[config.mk]
export PLATFORM = sky130hd
export DESIGN_NAME = decoder_scan_ctrl
export DESIGN_NICKNAME = d
export VERILOG_FILES = /design/src/rtl/decoder_scan_ctrl.sv
export SDC_FILE = /design/constraint.sdc
export NUM_CORES = 1
export LEC_CHECK = 0
export CORE_AREA = 4 4 64 66
export DETAILED_ROUTE_END_ITERATION = 16
export DIE_AREA = 0 0 68 70
export GPL_TIMING_DRIVEN = 0
export PLACE_DENSITY = 0.56
export SLEW_MARGIN = 10
export SYNTH_ARGS = -nofsm -noshare
export SYNTH_HDL_FRONTEND = slang
export SYNTH_SLANG_ARGS = --single-unit
[constraint.sdc]
create_clock -name clk -period 2.75 [get_ports clk]
set_input_delay 0.6875 -clock clk [delete_from_list [all_inputs] [get_ports clk]]
set_output_delay 0.6875 -clock clk [all_outputs]
set_load 0.02 [all_outputs]
[src/rtl/decoder_scan_ctrl.sv]
// Sequencer for a 2:4 decoder with active-low enable and active-low outputs.
// Steps through channels 0..3 in ascending order. Each channel gets a blanking
// window (en_n high, address settles), then a dwell window (en_n low).
// Supports single-sweep or continuous runs, a per-channel skip mask and a
// stop request that lets the current channel finish.
module decoder_scan_ctrl #(
    parameter int DWELL = 4,  // cycles en_n is low per channel, 1..2**CNT_W
    parameter int BLANK = 1,  // cycles en_n is high before each dwell, 1..2**CNT_W
    parameter int CNT_W = 8   // phase counter width
) (
    input  logic       clk,
    input  logic       rst,
    input  logic       start,
    input  logic       run_mode,
    input  logic       stop,
    input  logic [3:0] mask,
    output logic       en_n,
    output logic       a,
    output logic       b,
    output logic [1:0] chan,
    output logic       busy,
    output logic       done
);

    typedef enum logic [1:0] {
        S_IDLE,
        S_BLANK,
        S_DWELL,
        S_DONE
    } state_t;

    // The counter runs 0..N-1 in each phase, so the terminal value is N-1.
    localparam logic [CNT_W-1:0] L_BLANK_LAST = CNT_W'(BLANK - 1);
    localparam logic [CNT_W-1:0] L_DWELL_LAST = CNT_W'(DWELL - 1);

    state_t           r_state, w_state_nxt;
    logic [CNT_W-1:0] r_cnt,   w_cnt_nxt;
    logic [1:0]       r_chan,  w_chan_nxt;
    logic [3:0]       r_mask,  w_mask_nxt;
    logic             r_mode,  w_mode_nxt;
    logic             r_stop,  w_stop_nxt;
    logic             r_en_n;
    logic             r_busy;
    logic             r_done;

    logic [2:0]       w_first_ch;  // {found, channel}: lowest unmasked channel of the incoming mask
    logic [2:0]       w_next_ch;   // {found, channel}: channel after the current one for this run
    logic             w_stop_eff;  // stop requested either earlier in the run or in this cycle

    // Lowest unmasked channel. The MSB flags that one exists.
    function automatic logic [2:0] f_lowest(input logic [3:0] m);
        logic [2:0] res;
        res = 3'b000;
        for (int i = 3; i >= 0; i--) begin
            if (!m[i]) res = {1'b1, 2'(i)};
        end
        return res;
    endfunction

    // Next higher unmasked channel. With wrap set it falls back to the lowest
    // unmasked one, which can be the current channel itself.
    function automatic logic [2:0] f_after(input logic [1:0] cur, input logic [3:0] m,
                                           input logic wrap);
        logic [2:0] res;
        res = wrap ? f_lowest(m) : 3'b000;
        for (int i = 3; i >= 0; i--) begin
            if (i > int'(cur) && !m[i]) res = {1'b1, 2'(i)};
        end
        return res;
    endfunction

    // Next-state logic: phase sequencing, channel stepping and the stop latch.
    always_comb begin
        // NOTE: every signal gets a default first so no path leaves one unassigned, which would infer a latch.
        w_state_nxt = r_state;
        w_cnt_nxt   = r_cnt;
        w_chan_nxt  = r_chan;
        w_mask_nxt  = r_mask;
        w_mode_nxt  = r_mode;
        w_stop_nxt  = r_stop | (r_busy & stop);
        w_first_ch  = f_lowest(mask);
        w_next_ch   = f_after(r_chan, r_mask, r_mode);
        w_stop_eff  = r_stop | stop;

        case (r_state)
            S_IDLE: begin
                w_stop_nxt = 1'b0;
                w_cnt_nxt  = '0;
                if (start) begin
                    w_mask_nxt = mask;
                    w_mode_nxt = run_mode;
                    if (w_first_ch[2]) begin
                        w_state_nxt = S_BLANK;
                        w_chan_nxt  = w_first_ch[1:0];
                    end else begin
                        // Every channel is masked. Finish at once without ever enabling the decoder.
                        w_state_nxt = S_DONE;
                    end
                end
            end
            S_BLANK: begin
                if (r_cnt == L_BLANK_LAST) begin
                    w_state_nxt = S_DWELL;
                    w_cnt_nxt   = '0;
                end else begin
                    w_cnt_nxt = r_cnt + 1'b1;
                end
            end
            S_DWELL: begin
                if (r_cnt == L_DWELL_LAST) begin
                    w_cnt_nxt = '0;
                    if (w_stop_eff || !w_next_ch[2]) begin
                        w_state_nxt = S_DONE;
                    end else begin
                        // The address only moves on entry to BLANK, so en_n is high whenever {a,b} changes.
                        w_state_nxt = S_BLANK;
                        w_chan_nxt  = w_next_ch[1:0];
                    end
                end else begin
                    w_cnt_nxt = r_cnt + 1'b1;
                end
            end
            S_DONE: begin
                w_state_nxt = S_IDLE;
                w_cnt_nxt   = '0;
            end
            default: begin
                w_state_nxt = S_IDLE;
                w_cnt_nxt   = '0;
            end
        endcase
    end

    // State register. Outputs are registered and derived from the next state.
    always_ff @(posedge clk) begin
        // NOTE: non-blocking assignments make every register update from the same pre-edge values.
        if (rst) begin
            r_state <= S_IDLE;
            r_cnt   <= '0;
            r_chan  <= 2'b00;
            r_mask  <= 4'h0;
            r_mode  <= 1'b0;
            r_stop  <= 1'b0;
            r_en_n  <= 1'b1;
            r_busy  <= 1'b0;
            r_done  <= 1'b0;
        end else begin
            r_state <= w_state_nxt;
            r_cnt   <= w_cnt_nxt;
            r_chan  <= w_chan_nxt;
            r_mask  <= w_mask_nxt;
            r_mode  <= w_mode_nxt;
            r_stop  <= w_stop_nxt;
            r_en_n  <= (w_state_nxt != S_DWELL);
            r_busy  <= (w_state_nxt != S_IDLE);
            r_done  <= (w_state_nxt == S_DONE);
        end
    end

    assign en_n = r_en_n;
    assign a    = r_chan[1];
    assign b    = r_chan[0];
    assign chan = r_chan;
    assign busy = r_busy;
    assign done = r_done;

endmodule

Word level (Yosys, flattened, before mapping)
Index checks and enable logic that the tools add are counted. W data, S select, Z words.

Register bits: 21. Input port bits: 9. Output and inout bits: 7.

Add/sub/neg operators: 1. $lt $le $gt $ge: 3. Eq/ne operators: 10. Multiplexer cells: 26. Bitwise gates (word level): 3. Reduce and logical (&&, ||, !) cells: 16.

Operators with widths (number): $mux W3 (12); $pmux W8 S3 (1); $mux W2 (9); $mux W8 (2); $ne A2 B2 Y1 const B (5); $add A8 B1 Y8 const B (1); $eq A8 B2 Y1 const B (1); $logic_not A8 Y1 (1); $pmux W2 S4 (1); $eq A2 B2 Y1 const B (3); $reduce_and A5 Y1 (1); $gt A2 B2 Y1 const A (2); $logic_not A1 Y1 (4); $pmux W2 S2 (1); $reduce_bool A2 Y1 (2); $reduce_or A2 Y1 (2); $logic_and A1 B1 Y1 (3); $eq A2 B1 Y1 const B (1); $gt A1 B2 Y1 const A (1); $logic_not A2 Y1 (1); $or A1 B1 Y1 (2); $reduce_and A2 Y1 (1); $and A1 B1 Y1 (1); $logic_or A1 B1 Y1 (1).

Logic depth before layout (Yosys ltp)
Gate-level depths: netlist of the first run.

Depth after elaboration: 14. Depth in mapped cells: 6. Depth with buffers taken out: 6.

Least setup slack after synthesis of the first run
Ideal clock, no wire load.

Path type: in2reg. Start: in start. End: reg r_chan[0] (netlist: chan[0]). Arrival: 1606 ps. Required time: 2658 ps. Path slack: 1051 ps. Cell stages on the path: 5. Cells stage by stage: nor3b_4 > nand2b_2 > a32oi_2 > o21ai_1 > o32ai_1.

Cells in the longest elaborated chain, start to end: 2.

Ends and longest elaborated chain: start: declaration (line 13) `input logic start,`; $ne A2 B2 Y1 (no source line); $reduce_and A5 Y1 (no source line); end signal: assignment (line 150) `r_chan <= w_chan_nxt;`; end: declaration (line 38) `logic [1:0] r_chan, w_chan_nxt;`.

Every way passes these cells. A chain may end at the register's enable or synchronous reset.

Final worst setup path of the first run
Start: reg r_chan[1] (netlist: chan[1]). End: out chan[1].

RTL lines: end: declaration (line 20) `output logic [1:0] chan,`.

No word-level cell between the ends.

==> impl_results.md, run 1 <==
* Status: finished, final reports clean
* Number of global-route vias before repair at 895
* Slew @ Worst Pin at 449.9 ps
* Post-synth top flop: dfxtp_1
* Wire length per cell at 11.49 um
* Via density per instance at 4.745
* Hold/Removal Path Class: reg -> reg
* Max-cap viol count at 0
* Longest Clk Path Bufs at 2
* Cell taking the most area after synthesis: dfxtp_1
* Syn Area/Cell at 8.823 um^2
* Worst path arrival time at 1550 ps
* Fillcell total at 378
* Hold Startpoint: r_cnt[0]
* Top-Level Pins at 16
* Synth unique cells at 39
* Initial antenna violation count at 0
* Critical path class: reg -> out
* Final TNS setup at 0 ps
* Die Wd at 68 um
* R2r setup slk at 1050 ps
* Inserted Diodes at 0
* DPL Wire Length at 1651 um
* Unrepaired setup endpoints after global routing: false
* First-pass GRT wire length at 3864 um
* Crit share post-route at 81.37%
* FFs w/ async S/R, synth at 0%
* CP startpoint kind: flop
* Fraction of layout cells with a size suffix above 1 at 8.088%
* PortBufs at 15
* Remaining global-route overflow at 0
* Synth top area share at 40.73%
* Reg2Reg Depth at 5
* Final Hold Fails at 0
* Power, Total at 0.0007012 W
* Clk root buf: clkbuf_4
* DRT iter0 DRCs at 64
* Clock Skew at 6.273 ps
* Hold endpoint: r_cnt[0]
* Die H at 70 um
* Cts hold-fix bufs at 0
* Post-route minimum period at 2238 ps
* Placeable Area at 0.003578 mm^2
* Syn Std Cell Area at 0.001032 mm^2
* EDFF count, synth at 0
* Synthesized Nets at 128
* Crit. End Element: primary output
* WP data required at 2060 ps
* Initial Utilization at 28.85%
* PD cells at 552.7 mW/mm^2
* Reg2Reg Capture Point: done
* Critical Path Source: chan[1]
* Leakage at 0.4519 nW
* DP Area at 0.001242 mm^2
* Via count at 873
* Placement Rows at 22
* Most frequent cells in the layout: nor2_1 (21), dfxtp_1 (21), clkdlybuf4s50_1 (15)
* 1st-pass router iterations at 4
* Fmax at 446.9 MHz
* Post-cts sizing count at 0
* Sequential cell area at 420.4 um^2
* Crit path max-delay cell type: clkdlybuf4s50_1
* Multi-input logic area at 563.0 um^2
* R2R Path Start: r_cnt[0]
* Final wirelength at 2114 um
* Max-slew violations at 0
* Clk sinks at 21
* Fin area at 0.001269 mm^2
* Syn Inst Count at 117
* Global-route usage over all layers at 10.22%
* Hold Path Stages at 1
* Die area at 0.004760 mm^2
* Synth Warn # at 0
* Layout Nets at 148
* Post-route ant nets at 0
* Synth area leaders: dfxtp_1 (41%), nor2_1 (7.6%), mux2i_1 (4.8%), xor2_1 (4.2%), a21oi_1 (3.4%)
* Crit-path max cell delay at 590 ps
* Crit path max fanout at 9
* Post-CTS setup buffers at 0
* Largest net degree at the start of global routing at 12
* Clock-pin slew on the worst setup and hold paths at 110 ps
* Final Wtd Congestion at 0.8402
* Htree depth at 1
* Clk_lat worst skew at 300 ps
* Final Setup Violations at 0
* P&R area growth vs syn at 22.91%
* Drt drc at 0
* Number of CTS-inserted buffers at 3
* Max transition margin at 69.97%
* CTS tree: done
* Register area share after synthesis at 40.73%
* CP cell instances: buf_4 > clkdlybuf4s50_1
* VDD IR max at 0.0002544 V
* FF+latch count, synth at 21
area by class of cell:
cell class,instances,area share [%]
Timing Repair Buffer,15,11.83
Tap cell,48,4.734
Sequential cell,21,33.14
Clock buffer,4,2.071
Buffer,4,2.367
Multi-Input combinational cell,87,44.38
Inverter,5,1.479
sequential cells by signal (all words and copies together), names as in the netlist:
| name | flops |
|---|---|
| r_cnt | 8 |
| r_mask | 4 |
| chan | 2 |
| r_state | 2 |
| busy | 1 |
| done | 1 |
| en_n | 1 |
| r_mode | 1 |
| r_stop | 1 |
critical path, delay by kind of cell, from the launching register on:
family,cells,cell delay [ps]
buf+inv,2,750
flops,1,500
per-layer routing:
metal | track usage (%) | part of all wire [%] | wire length, um
met2 | 17.24 | 50 | 1058
met1 | 11.44 | 43 | 913
met3 | 4.502 | 6.7 | 142
met4 | 2.649 | 0 | 0
met5 | 0 | 0 | 0
how the worst max path moves through the flow:
stage	to	slack, ps
after floorplan	chan[0]	1050
after global placement	chan[0]	400
after detailed placement	chan[0]	370
after CTS	chan[1]	480
after global routing	chan[1]	410
final	chan[1]	510
power breakdown:
group          internal (W)  switching (W)  total [W]
Sequential         0.000330      0.0000280   0.000358
Combinational     0.0000965      0.0000995   0.000196
Clock             0.0000565      0.0000903   0.000147
Yosys cell counts, types with 2 or more instances:
master	number
ha_1	2
buf_4	2
nor2_1	21
a21oi_1	7
nand2_1	4
dfxtp_1	21
mux2i_1	5
inv_1	5
xor2_1	5
o21ai_0	4
nor3_1	2
nand3_1	7
and3_1	3
nand2b_1	4
metrics by stage:
| stage | worst slack (ps) | hold slack (ps) | cells | utilization [%] |
|---|---|---|---|---|
| finish | 512.4 | 502.0 | 184 | 35.45 |
| global route | 413.8 | 543.3 | 184 | 35.45 |
| CTS | 475.3 | 510.7 | 184 | 35.45 |
| detailed placement | 365.0 | 484.4 | 180 | 34.72 |
| global placement | 395.9 | 477.6 | 180 | 34.72 |
| floorplan | 1051 | 449.2 | 117 | - |
logic make-up (layout without fill, tap and decap cells):
logic type,count (synthesis),count (layout),synth area share (%)
AND/OR/NAND/NOR,49,49,25.09
AO/OA/AOI/OAI,25,25,17.09
flip-flops,21,21,40.73
buffers and inverters,9,28,4.727
XOR/XNOR,6,6,5.091
multiplexers,5,5,4.849
adder cells (fa/ha/maj),2,2,2.424
No activity file was read; power rests on OpenSTA's default activity.
==> inputs of run 2 (changes only) <==
Clock period 2.75 ns to 2.3 ns, I/O delays scaled along.
==> results of run 2 <==
The final DEF is identical to that of run 1. Status: finished, final reports clean.
Among the figures that moved: setup slack after placement 365.0 ps -> 27.54 ps; setup slack after layout 512.4 ps -> 174.9 ps; register-to-register setup slack 1050 ps -> 600 ps; total power 0.0007012 W -> 0.0008384 W; worst IR drop on VDD 0.0002544 V -> 0.0003042 V
